[src/rtl/step_if_pkg.sv]
// Shared encodings for the step-pulse tracker: FSM states, fault-code bit
// positions, axis indices and step-direction sign values.
package step_if_pkg;

  typedef enum logic [1:0] {
    IDLE  = 2'd0,
    TRACK = 2'd1,
    DONE  = 2'd2,
    FAULT = 2'd3
  } state_t;

  localparam int FC_CONFLICT = 0;
  localparam int FC_SEQ      = 1;
  localparam int FC_RANGE    = 2;

  localparam int NUM_AXES = 2;
  localparam int AXIS_X   = 0;
  localparam int AXIS_Y   = 1;

  // Value of an endpoint's sign bit for each travel direction.
  localparam logic DIR_POS = 1'b0;
  localparam logic DIR_NEG = 1'b1;

endpackage

[src/rtl/step_pulse_tracker_if.sv]
// Bundle between the interpolator side (master) and the tracker (slave):
// arm/endpoint, the four step pulses, and the tracked position/status.
interface step_pulse_tracker_if #(
  parameter int POS_W = 32,
  parameter int CNT_W = 32
);
  logic                    arm;
  logic signed [POS_W-1:0] Xe;
  logic signed [POS_W-1:0] Ye;
  logic                    r_Ax;
  logic                    r_fAx;
  logic                    r_Ay;
  logic                    r_fAy;
  logic signed [POS_W-1:0] pos_x;
  logic signed [POS_W-1:0] pos_y;
  logic [CNT_W-1:0]        step_cnt;
  logic                    busy;
  logic                    done;
  logic                    fault;
  logic [2:0]              fault_code;

  modport master (
    output arm, Xe, Ye, r_Ax, r_fAx, r_Ay, r_fAy,
    input  pos_x, pos_y, step_cnt, busy, done, fault, fault_code
  );

  modport slave (
    input  arm, Xe, Ye, r_Ax, r_fAx, r_Ay, r_fAy,
    output pos_x, pos_y, step_cnt, busy, done, fault, fault_code
  );
endinterface

[src/rtl/step_edge_capture.sv]
// Registers one axis' +/- pulse pair twice and turns rising edges into
// single-cycle events, so a pulse held for many cycles counts once.
module step_edge_capture (
  input  logic clk,
  input  logic reset,
  input  logic pulse_pos,
  input  logic pulse_neg,
  output logic pos_evt,
  output logic neg_evt,
  output logic conflict
);
  logic [1:0] s_reg;
  logic [1:0] p_reg;

  always_ff @(posedge clk) begin
    if (reset) begin
      s_reg <= '0;
      p_reg <= '0;
    end else begin
      s_reg <= {pulse_neg, pulse_pos};
      p_reg <= s_reg;
    end
  end

  assign pos_evt  = s_reg[0] & ~p_reg[0];
  assign neg_evt  = s_reg[1] & ~p_reg[1];
  assign conflict = pos_evt & neg_evt;
endmodule

[src/rtl/step_pulse_tracker.sv]
// Position tracker/monitor for the line interpolator's step pulses: rebuilds
// X/Y position, re-runs the comparison deviation and flags illegal steps.
module step_pulse_tracker
  import step_if_pkg::*;
#(
  parameter int POS_W     = 32,
  parameter int CNT_W     = 32,
  parameter int STALL_CYC = 4096
) (
  input logic                 clk,
  input logic                 reset,
  step_pulse_tracker_if.slave bus
);
  localparam int F_W     = POS_W + 2;
  localparam int STALL_W = $clog2(STALL_CYC + 1);

  logic [NUM_AXES-1:0] pulse_pos, pulse_neg, evt_pos, evt_neg, evt_conf;

  state_t                  state_reg;
  logic signed [POS_W-1:0] pos_reg [NUM_AXES];
  logic signed [POS_W-1:0] end_reg [NUM_AXES];
  logic [POS_W-1:0]        abs_reg [NUM_AXES];
  logic [NUM_AXES-1:0]     sgn_reg;
  logic signed [F_W-1:0]   f_reg;
  logic [CNT_W-1:0]        cnt_reg;
  logic [2:0]              fc_reg;
  logic [STALL_W-1:0]      stall_reg;

  logic signed [POS_W-1:0] arm_end      [NUM_AXES];
  logic [POS_W-1:0]        arm_abs      [NUM_AXES];
  logic signed [POS_W-1:0] pos_next     [NUM_AXES];
  logic [POS_W-1:0]        pos_next_abs [NUM_AXES];
  logic signed [F_W-1:0]   abs_ext      [NUM_AXES];
  logic [NUM_AXES-1:0]     single, dir_bad, acc, over, hit;

  logic                  f_pos, f_neg, seq_bad, any_conf, any_dir, bad;
  logic                  stall_hit, range_bad, any_evt;
  logic signed [F_W-1:0] f_next;
  logic [CNT_W-1:0]      cnt_next;
  logic [2:0]            fc_bad;

  assign pulse_pos        = {bus.r_Ay, bus.r_Ax};
  assign pulse_neg        = {bus.r_fAy, bus.r_fAx};
  assign arm_end[AXIS_X] = bus.Xe;
  assign arm_end[AXIS_Y] = bus.Ye;

  generate
    for (genvar gi = 0; gi < NUM_AXES; gi++) begin : g_axis
      step_edge_capture u_cap (
        .clk      (clk),
        .reset    (reset),
        .pulse_pos(pulse_pos[gi]),
        .pulse_neg(pulse_neg[gi]),
        .pos_evt  (evt_pos[gi]),
        .neg_evt  (evt_neg[gi]),
        .conflict (evt_conf[gi])
      );

      assign arm_abs[gi] = arm_end[gi][POS_W-1] ? -arm_end[gi] : arm_end[gi];
      assign single[gi]  = evt_pos[gi] ^ evt_neg[gi];
      // A step must head towards the endpoint; a zero-length axis never steps.
      assign dir_bad[gi] =
          (evt_pos[gi] & ~evt_neg[gi] & ((sgn_reg[gi] == DIR_NEG) || (abs_reg[gi] == '0))) |
          (evt_neg[gi] & ~evt_pos[gi] & (sgn_reg[gi] == DIR_POS));
      assign pos_next[gi] = !acc[gi]    ? pos_reg[gi] :
                            evt_pos[gi] ? pos_reg[gi] + POS_W'(1) :
                                          pos_reg[gi] - POS_W'(1);
      assign pos_next_abs[gi] = pos_next[gi][POS_W-1] ? -pos_next[gi] : pos_next[gi];
      assign over[gi]    = acc[gi] & (pos_next_abs[gi] > abs_reg[gi]);
      assign hit[gi]     = (pos_next[gi] == end_reg[gi]);
      assign abs_ext[gi] = {2'b00, abs_reg[gi]};
    end
  endgenerate

  assign f_pos    = ~f_reg[F_W-1] & (|f_reg);
  assign f_neg    = f_reg[F_W-1];
  assign seq_bad  = (single[AXIS_X] & f_pos) | (single[AXIS_Y] & f_neg);
  assign any_conf = |evt_conf;
  assign any_dir  = |dir_bad;
  assign bad      = any_conf | any_dir | seq_bad;
  assign acc      = single & {NUM_AXES{~bad}};
  assign any_evt  = |(evt_pos | evt_neg);

  assign f_next = f_reg + (acc[AXIS_X] ? abs_ext[AXIS_Y] : '0)
                        - (acc[AXIS_Y] ? abs_ext[AXIS_X] : '0);
  assign cnt_next  = cnt_reg + CNT_W'(acc[AXIS_X]) + CNT_W'(acc[AXIS_Y]);
  assign stall_hit = ~(|acc) & (stall_reg == STALL_W'(STALL_CYC - 1));
  assign range_bad = (|over) | stall_hit;

  always_comb begin
    fc_bad              = '0;
    fc_bad[FC_CONFLICT] = any_conf;
    fc_bad[FC_SEQ]      = any_dir | seq_bad;
  end

  always_ff @(posedge clk) begin
    if (reset) begin
      state_reg <= IDLE;
      for (int i = 0; i < NUM_AXES; i++) begin
        pos_reg[i] <= '0;
        end_reg[i] <= '0;
        abs_reg[i] <= '0;
      end
      sgn_reg   <= '0;
      f_reg     <= '0;
      cnt_reg   <= '0;
      fc_reg    <= '0;
      stall_reg <= '0;
    end else begin
      case (state_reg)
        TRACK: begin
          // Illegal steps freeze position; overshoot still records the step.
          if (bad) begin
            fc_reg    <= fc_reg | fc_bad;
            state_reg <= FAULT;
          end else begin
            for (int i = 0; i < NUM_AXES; i++) pos_reg[i] <= pos_next[i];
            f_reg     <= f_next;
            cnt_reg   <= cnt_next;
            stall_reg <= (|acc) ? '0 : stall_reg + STALL_W'(1);
            if (range_bad) begin
              fc_reg[FC_RANGE] <= 1'b1;
              state_reg        <= FAULT;
            end else if (&hit) begin
              state_reg <= DONE;
            end
          end
        end
        default: begin
          if (bus.arm) begin
            for (int i = 0; i < NUM_AXES; i++) begin
              end_reg[i] <= arm_end[i];
              abs_reg[i] <= arm_abs[i];
              sgn_reg[i] <= arm_end[i][POS_W-1];
              pos_reg[i] <= '0;
            end
            f_reg     <= '0;
            cnt_reg   <= '0;
            fc_reg    <= '0;
            stall_reg <= '0;
            state_reg <= (bus.Xe == '0 && bus.Ye == '0) ? DONE : TRACK;
          end else if (state_reg == DONE && any_evt) begin
            fc_reg[FC_RANGE] <= 1'b1;
            state_reg        <= FAULT;
          end
        end
      endcase
    end
  end

  assign bus.pos_x      = pos_reg[AXIS_X];
  assign bus.pos_y      = pos_reg[AXIS_Y];
  assign bus.step_cnt   = cnt_reg;
  assign bus.busy       = (state_reg == TRACK);
  assign bus.done       = (state_reg == DONE);
  assign bus.fault      = (state_reg == FAULT);
  assign bus.fault_code = fc_reg;
endmodule

[src/flat_wrapper.sv]
// flat-port wrapper written by rule: the top's interface ports become plain ports
module step_pulse_tracker_flat import step_if_pkg::*;
#(
  parameter int POS_W     = 32,
  parameter int CNT_W     = 32,
  parameter int STALL_CYC = 4096
)
  (clk, reset, bus_arm, bus_Xe, bus_Ye, bus_r_Ax, bus_r_fAx, bus_r_Ay, bus_r_fAy, bus_pos_x, bus_pos_y, bus_step_cnt, bus_busy, bus_done, bus_fault, bus_fault_code);
  step_pulse_tracker_if #(.POS_W(POS_W), .CNT_W(CNT_W)) bus_i ();
  input logic clk;
  input logic reset;
  input wire logic [$bits(bus_i.arm)-1:0] bus_arm;
  input wire logic [$bits(bus_i.Xe)-1:0] bus_Xe;
  input wire logic [$bits(bus_i.Ye)-1:0] bus_Ye;
  input wire logic [$bits(bus_i.r_Ax)-1:0] bus_r_Ax;
  input wire logic [$bits(bus_i.r_fAx)-1:0] bus_r_fAx;
  input wire logic [$bits(bus_i.r_Ay)-1:0] bus_r_Ay;
  input wire logic [$bits(bus_i.r_fAy)-1:0] bus_r_fAy;
  output wire logic [$bits(bus_i.pos_x)-1:0] bus_pos_x;
  output wire logic [$bits(bus_i.pos_y)-1:0] bus_pos_y;
  output wire logic [$bits(bus_i.step_cnt)-1:0] bus_step_cnt;
  output wire logic [$bits(bus_i.busy)-1:0] bus_busy;
  output wire logic [$bits(bus_i.done)-1:0] bus_done;
  output wire logic [$bits(bus_i.fault)-1:0] bus_fault;
  output wire logic [$bits(bus_i.fault_code)-1:0] bus_fault_code;
  assign bus_i.arm = bus_arm;
  assign bus_i.Xe = bus_Xe;
  assign bus_i.Ye = bus_Ye;
  assign bus_i.r_Ax = bus_r_Ax;
  assign bus_i.r_fAx = bus_r_fAx;
  assign bus_i.r_Ay = bus_r_Ay;
  assign bus_i.r_fAy = bus_r_fAy;
  assign bus_pos_x = bus_i.pos_x;
  assign bus_pos_y = bus_i.pos_y;
  assign bus_step_cnt = bus_i.step_cnt;
  assign bus_busy = bus_i.busy;
  assign bus_done = bus_i.done;
  assign bus_fault = bus_i.fault;
  assign bus_fault_code = bus_i.fault_code;
  step_pulse_tracker #(.POS_W(POS_W), .CNT_W(CNT_W), .STALL_CYC(STALL_CYC)) u_core (.clk(clk), .reset(reset), .bus(bus_i));
endmodule
[config.mk]
export PLATFORM = sky130hd
export DESIGN_NAME = step_pulse_tracker_flat
export DESIGN_NICKNAME = d
export VERILOG_FILES = /design/src/rtl/step_if_pkg.sv /design/src/rtl/step_pulse_tracker_if.sv /design/src/rtl/step_edge_capture.sv /design/src/rtl/step_pulse_tracker.sv /design/src/flat_wrapper.sv
export SDC_FILE = /design/constraint.sdc
export NUM_CORES = 1
export LEC_CHECK = 0
export BUFFER_PORTS_ARGS = -buffer_cell sky130_fd_sc_hd__buf_2
export CORE_MARGIN = 2
export CORE_UTILIZATION = 25
export CTS_CLUSTER_DIAMETER = 80
export DETAILED_ROUTE_END_ITERATION = 12
export PLACE_DENSITY_LB_ADDON = 0.12
export SYNTH_ARGS = -nofsm -noshare
export SYNTH_HDL_FRONTEND = slang
export SYNTH_SLANG_ARGS = --single-unit
[constraint.sdc]
create_clock -name clk -period 13.36 [get_ports clk]
set_clock_uncertainty 0.1 [all_clocks]
set_input_delay 2.004 -clock clk [delete_from_list [all_inputs] [get_ports clk]]
set_output_delay 2.004 -clock clk [all_outputs]
set_load 0.02 [all_outputs]
## Yosys cells after proc, flatten, opt, wreduce, memory -nomap -nowiden

Memory sizes are Yosys's and may differ from the RTL's.
Index checks and enable logic that the tools add are counted.

| storage, ports and cells | value |
|---|---|
| register bits after elaboration | 94 |
| bits in writable memories | 192 |
| input bits | 71 |
| output and inout port bits | 102 |
| logic and storage cells | 167 |
| memories | 3 |

| cells by class | value |
|---|---|
| add/sub/neg operators | 13 |
| order comparisons | 2 |
| equal/unequal tests | 10 |
| multiplexer cells | 52 |
| bitwise gates (word level) | 54 |
| reduce and logical (&&, ||, !) cells | 22 |

Memories:

| name | words | width | rd ports | clocked after Yosys merged registers in | wr ports | line | source |
|---|---|---|---|---|---|---|---|
| u_core.abs_reg | 2 | 32 | 2 | 0 | 2 | step_pulse_tracker.sv:22 | `logic [POS_W-1:0] abs_reg [NUM_AXES];` |
| u_core.end_reg | 2 | 32 | 2 | 0 | 2 | step_pulse_tracker.sv:21 | `logic signed [POS_W-1:0] end_reg [NUM_AXES];` |
| u_core.pos_reg | 2 | 32 | 2 | 0 | 2 | step_pulse_tracker.sv:20 | `logic signed [POS_W-1:0] pos_reg [NUM_AXES];` |

Operator list:

| kind | count |
|---|---|
| $mux 32 | 21 |
| $logic_not 32->1 | 4 |
| $neg 32->32 | 4 |
| $mux 34 | 3 |
| $add 32x1->32 | 2 |
| $add 32x2->32 const B | 2 |
| $eq 32x32->1 | 2 |
| $gt 32x32->1 | 2 |
| $sub 32x2->32 const B | 2 |
| $mux 13 | 4 |
| $add 34x34->34 | 1 |
| $reduce_or 34->1 | 1 |
| $sub 34x34->34 | 1 |
| $and 1x1->1 | 20 |
| $mux 2 | 9 |
| $or 1x1->1 | 15 |
| $mux 1 | 14 |
| $not 1->1 | 14 |
| $add 13x1->13 const B | 1 |
| $eq 13x12->1 const B | 1 |
| $reduce_and 2->1 | 6 |
| $reduce_or 2->1 | 5 |
| $eq 2x2->1 const B | 2 |
| $ne 4x1->1 const B | 1 |
| 13 further kinds | 16 |

## Longest topological paths before layout

| logic depth | value |
|---|---|
| depth after elaboration | 21 |
| mapped depth | 38 |
| depth with buffers taken out | 31 |

## By module

From an unflattened synthesis, not the netlist that was laid out.

| unflattened totals | value |
|---|---|
| cell total of the unflattened synthesis | 2832 |
| area, all modules | 24215.7 sq um |

By module, submodules not included:

| module | times used | cells an instance | area each (sq um) | sequential area each (sq um) |
|---|---|---|---|---|
| step_pulse_tracker | 1 | 2810 | 23948.0 | 7427.1 |
| step_edge_capture | 2 | 11 | 133.9 | 80.1 |

## Least setup slack after synthesis

OpenSTA, ideal clock, no wires.

| path | value |
|---|---|
| kind | register to register |
| start point | reg u_core.g_axis[0].u_cap.p_reg[0] |
| end point | reg u_core.state_reg[1] |
| setup time | 0.120 ns |
| arrival time | 8.312 ns |
| required time | 13.140 ns |
| path slack | 4.829 ns |
| stages on the path, launching flop included | 38 |
| buffers on the path | 8 |
| period minus slack after synthesis | 8.531 ns |
| cells stage by stage | dfxtp_1 > nand2b_1 > clkbuf_1 > inv_1 > ha_1 > mux2_1 > a221oi_1 > o31ai_1 > a2111oi_4 > buf_4 > and2_4 > buf_4 > buf_2 > buf_2 > buf_2 > clkbuf_1 > buf_1 > xnor2_1 > [2 not listed] > o211ai_1 > or4_1 > nor2_1 > a21oi_1 > xnor2_1 > ha_1 > a21o_1 > a21o_1 > a21o_1 > a21oi_1 > nor2b_1 > o21ai_0 > nand2b_1 > a221oi_1 > o21ai_0 > a211oi_1 > nor2_1 > o31a_1 |

| on the way | value |
|---|---|
| longest elaborated chain between the ends | 21 |
| elaborated cells on any way between the ends | 46 |
| classes of those cells | add/sub: 2; order compare: 2; eq/ne: 3; mux: 8; bitwise: 22; reduce/logical: 9 |

Ends and longest elaborated chain:

| what | line | source |
|---|---|---|
| start: declaration | step_edge_capture.sv:13 | `logic [1:0] p_reg;` |
| start signal: assignment | step_edge_capture.sv:21 | `p_reg <= s_reg;` |
| $not 1->1 * | step_edge_capture.sv:25 | `assign pos_evt = s_reg[0] & ~p_reg[0];` |
| $and 1x1->1 * | step_edge_capture.sv:25 |  |
| $not 1->1 | step_pulse_tracker.sv:64 | `(evt_neg[gi] & ~evt_pos[gi] & (sgn_reg[gi] == DIR_POS));` |
| $and 1x1->1 (2 in series) | step_pulse_tracker.sv:64 |  |
| $or 1x1->1 | step_pulse_tracker.sv:63 | `(evt_pos[gi] & ~evt_neg[gi] & ((sgn_reg[gi] == DIR_NEG) \|\| (abs_reg[gi] == '0))) \|` |
| $reduce_or 2->1 | step_pulse_tracker.sv:79 | `assign any_dir = \|dir_bad;` |
| $or 1x1->1 (2 in series) | step_pulse_tracker.sv:80 | `assign bad = any_conf \| any_dir \| seq_bad;` |
| $not 1->1 | step_pulse_tracker.sv:81 | `assign acc = single & {NUM_AXES{~bad}};` |
| [3 not listed] | -- |  |
| $mux 32 | step_pulse_tracker.sv:68 | `assign pos_next_abs[gi] = pos_next[gi][POS_W-1] ? -pos_next[gi] : pos_next[gi];` |
| $gt 32x32->1 | step_pulse_tracker.sv:69 | `assign over[gi] = acc[gi] & (pos_next_abs[gi] > abs_reg[gi]);` |
| $and 1x1->1 | step_pulse_tracker.sv:69 |  |
| $reduce_or 2->1 | step_pulse_tracker.sv:88 | `assign range_bad = (\|over) \| stall_hit;` |
| $or 1x1->1 | step_pulse_tracker.sv:88 |  |
| $mux 2 | step_pulse_tracker.sv:121 | `if (range_bad) begin` |
| $mux 2 | step_pulse_tracker.sv:113 | `if (bad) begin` |
| $mux 2 | step_pulse_tracker.sv:110 | `case (state_reg)` |
| end signal: assignment | step_pulse_tracker.sv:141 | `state_reg <= (bus.Xe == '0 && bus.Ye == '0) ? DONE : TRACK;` |
| end: declaration | step_pulse_tracker.sv:19 | `state_t state_reg;` |

Every way passes the cells marked *; elsewhere a longest branch is shown, timed or not.
A chain may end at the register's enable or synchronous reset.

## Worst setup path in the final report

Same ends and word-level chain as after synthesis.

==> reports/metrics.json <==
{
  "final.period_utilization": 0.693,
  "antenna_left": 0,
  "net-switching-power_mw": 3.53,
  "final_layout_size_suffix_gt1_frac": 0.104,
  "worst-path-max-fanout": 38,
  "worst_ep_arrival_time_ns": 9.63,
  "global_route_wire_length_before_repair_um": 142000,
  "holdBufCountCts": 0,
  "synth_sequential_area_ratio": 0.320,
  "unrepaired_setup_endpoints_after_global_routing": "no",
  "globalplace.congestion": 0.912,
  "clk-insertion-delay-late_ns": 0.58,
  "cts_setup_buffers": 0,
  "antenna_found_initial": 2,
  "cap_violations": 0,
  "timing.hold.worst.class": "flip-flop to flip-flop",
  "rows": 113,
  "rr_startpoint": "u_core.g_axis[0].u_cap.p_reg[0]",
  "total_setup_violations_reported_at_the_end_of_the_flow": 0,
  "asyncSetResetFlopFracSynth": 0,
  "dpl.hpwl_um": 76800,
  "synth_cell_types": 82,
  "end_kind": "flip-flop",
  "timing.critical_path.from_type": "flip-flop",
  "ir_worst_vdd_uv": 95.0,
  "yosys-top-cells-count": "sky130_fd_sc_hd__nor2_1, sky130_fd_sc_hd__inv_1, sky130_fd_sc_hd__edfxtp_1",
  "start_util": 0.251,
  "synth.net_count": 3022,
  "postSynthRegisterBits": 284,
  "drt-pass1-iter-count": 5,
  "p_leak_nw": 11.3,
  "via_per_inst": 5.07,
  "floorplan.die.height_um": 312,
  "timing.fmax_ghz": 0.108,
  "cts_num_sinks": 284,
  "final-hold-violation-count": 0,
  "synth_top_area_share": 0.240,
  "dr.first_iter.drc_count": 1761,
  "slew_headroom": 0.212,
  "clk_pin_slew_worst_paths_ns": 0.06,
  "ys_warns": 0,
  "clockPowerShare": 0.161,
  "final_nets": 3164,
  "final.setup.worst_slack_ns": 4.10,
  "via_count": 21232,
  "sw_frac_of_total": 0.489,
  "p_per_area_mw_per_mm2": 263,
  "syn_area_mm2": 0.0237,
  "totalNegativeSetupSlack_ns": 0,
  "area_enclosed_by_the_die_boundary_mm2": 0.0974,
  "die_w_um": 312,
  "via_count_of_the_first_global_routing_pass": 20877,
  "area_growth_syn_to_layout_pct": 15.6,
  "dominantRegCellSynth": "sky130_fd_sc_hd__edfxtp_1",
  "ctsLongestPathBuffers": 3,
  "cell_with_the_most_instances_after_synthesis": "sky130_fd_sc_hd__nor2_1",
  "finalWirelength_um": 96400,
  "dpl-instance-area_mm2": 0.0260,
  "synth_top_cells_by_area": "sky130_fd_sc_hd__edfxtp_1, sky130_fd_sc_hd__ha_1, sky130_fd_sc_hd__dfxtp_1, sky130_fd_sc_hd__xor2_1, sky130_fd_sc_hd__nor2_1",
  "cell_internal_pwr_mw": 3.69,
  "tritoncts": "built",
  "worst_r2r_path_depth": 29,
  "pwr-share-seq": 0.194,
  "globalRouteTotalUtil": 0.193,
  "cell_at_the_slowest_stage_of_the_critical_path": "sky130_fd_sc_hd__a2111oi_4",
  "htree_levels": 2,
  "root_buffer": "sky130_fd_sc_hd__clkbuf_16",
  "worst_hold_path.endpoint": "u_core.g_axis[1].u_cap.p_reg[0]",
  "hold_path_depth": 1,
  "worst-slew-pin-transition_ns": 1.18,
  "min-delay-start": "u_core.g_axis[1].u_cap.s_reg[0]",
  "cts.repair.resized": 0,
  "final_cell_area_mm2": 0.0274,
  "core_mm2": 0.0946,
  "number_of_buffers_inserted_during_clock_tree_synthesis": 43,
  "crit_type": "flip-flop to flip-flop",
  "buffer_ports.inserted": 172,
  "comb_power_share": 0.645,
  "design_power_total_mw": 7.22,
  "timing.critical_path.required_ns": 13.73,
  "place_worst_setup_slack_ns": 4.40,
  "final-instance-count-excl-fill": 4187,
  "post_synthesis_cell_count": 2743,
  "post-synth-top-area-cell": "sky130_fd_sc_hd__edfxtp_1",
  "worstReg2RegEnd": "u_core.state_reg[1]",
  "reg2reg_setup_slack_ns": 4.10,
  "grt_max_degree": 98,
  "routedWlPerCell_um": 23.0,
  "period_minus_slack_ns": 9.26,
  "synth_area_per_cell_um2": 8.65,
  "post-route-drc-count": 0,
  "number_of_synthesized_flops_with_an_enable_pin": 190,
  "grt_remaining_overflow": 0,
  "boundaryPins": 173,
  "slowest_delay_ns": 0.74,
  "timing_max_transition_violations_final": 0,
  "critPathMostFrequentCell": "sky130_fd_sc_hd__a21o_1",
  "status": "completed",
  "placedCellCount": 4105
}
==> final cells by class <==
cell class              count  area [um^2]
fillers                 10155        67200
multi-input cells        2131        14900
flip-flops and latches    284         7590
well taps                1265         1580
clock buffers              55         1160
repair buffers            193         1020
inverters                 232          878
clock inverters            24          270
diodes                      3         7.51
==> critical path, delay by kind of cell (launching register included) <==
kind,cells,cell delay (ns)
AO/OA/AOI/OAI,15,4.10
AND/OR/NAND/NOR,6,1.65
buffers and inverters,3,1.23
multiplexers,2,0.81
adder cells (fa/ha/maj),2,0.57
flip-flops,1,0.30
XOR/XNOR,1,0.24
==> kinds of logic (layout without fill, tap and decap cells) <==
family	count (synthesis)	in the layout	share of synthesized area
muxes	38	38	0.0164
AOI/OAI and AO/OA	595	595	0.167
DFF	284	284	0.320
adders and majority gates	208	208	0.121
other	0	3	0
xor gates and xnor gates	299	299	0.115
and+or+nand+nor	991	991	0.208
buffers and inverters	328	504	0.0528
==> power by group through the flow <==
stage	Sequential (mW)	Clock (mW)	Combinational [mW]
finish	1.40	1.16	4.66
floorplan	1.36	0	3.28
detailed placement	1.42	0	4.61
CTS	1.40	1.20	4.64
global route	1.42	1.23	5.13
global placement	1.42	0	4.61
==> cell usage in the layout (no fill, tap or decap), types with 17 or more instances in the layout <==
master and count:
sky130_fd_sc_hd__and3_1 34, sky130_fd_sc_hd__ha_1 173, sky130_fd_sc_hd__buf_2 172, sky130_fd_sc_hd__clkbuf_16 44, sky130_fd_sc_hd__inv_1 229, sky130_fd_sc_hd__nand2_1 181, sky130_fd_sc_hd__nor2_1 311, sky130_fd_sc_hd__fa_1 35
sky130_fd_sc_hd__a31oi_1 20, sky130_fd_sc_hd__dfxtp_1 94, sky130_fd_sc_hd__nor2b_1 35, sky130_fd_sc_hd__or3_1 29, sky130_fd_sc_hd__nand3_1 64, sky130_fd_sc_hd__nor3_1 58, sky130_fd_sc_hd__nand4_1 59, sky130_fd_sc_hd__o31ai_1 30
sky130_fd_sc_hd__a211oi_1 27, sky130_fd_sc_hd__o21ai_0 112, sky130_fd_sc_hd__o211ai_1 17, sky130_fd_sc_hd__a21oi_1 129, sky130_fd_sc_hd__and2_1 78, sky130_fd_sc_hd__nor4_1 37, sky130_fd_sc_hd__xnor2_1 133, sky130_fd_sc_hd__edfxtp_1 190
sky130_fd_sc_hd__o21a_1 34, sky130_fd_sc_hd__mux2i_1 31, sky130_fd_sc_hd__xor2_1 157, sky130_fd_sc_hd__or4_1 24, sky130_fd_sc_hd__a21o_1 73, sky130_fd_sc_hd__nand2b_1 25, sky130_fd_sc_hd__o22ai_1 28, sky130_fd_sc_hd__buf_4 21
==> per-layer routing <==
layer | track usage | routed length [um] | vias up
li1 | - | - | 10111
met1 | 0.268 | 45700 | 10509
met2 | 0.321 | 45100 | 520
met3 | 0.0220 | 3690 | 92
met4 | 0.0427 | 1910 | 0
met5 | 0 | 0 | -
==> per-stage QoR <==
step	hold WS [ns]	util
5_1_grt	0.380	0.290
2_1_floorplan	0.330	-
4_1_cts	0.367	0.290
6_report	0.367	0.290
3_5_place_dp	0.359	0.275
3_3_place_gp	0.347	0.275
==> worst max path at each step <==
stage,from,end,slack (ns),depth (start not counted)
after floorplan,u_core.g_axis[0].u_cap.p_reg[0],u_core.state_reg[1],4.83,37
after global placement,u_core.g_axis[0].u_cap.p_reg[0],u_core.state_reg[1],4.67,29
after detailed placement,u_core.g_axis[0].u_cap.p_reg[0],u_core.state_reg[1],4.40,29
after CTS,u_core.g_axis[0].u_cap.p_reg[0],u_core.state_reg[1],4.36,29
after global routing,u_core.g_axis[0].u_cap.p_reg[0],u_core.state_reg[1],3.48,29
final,u_core.g_axis[0].u_cap.p_reg[0],u_core.state_reg[1],4.10,29
Note: power is estimated with default switching activity, not from simulation.
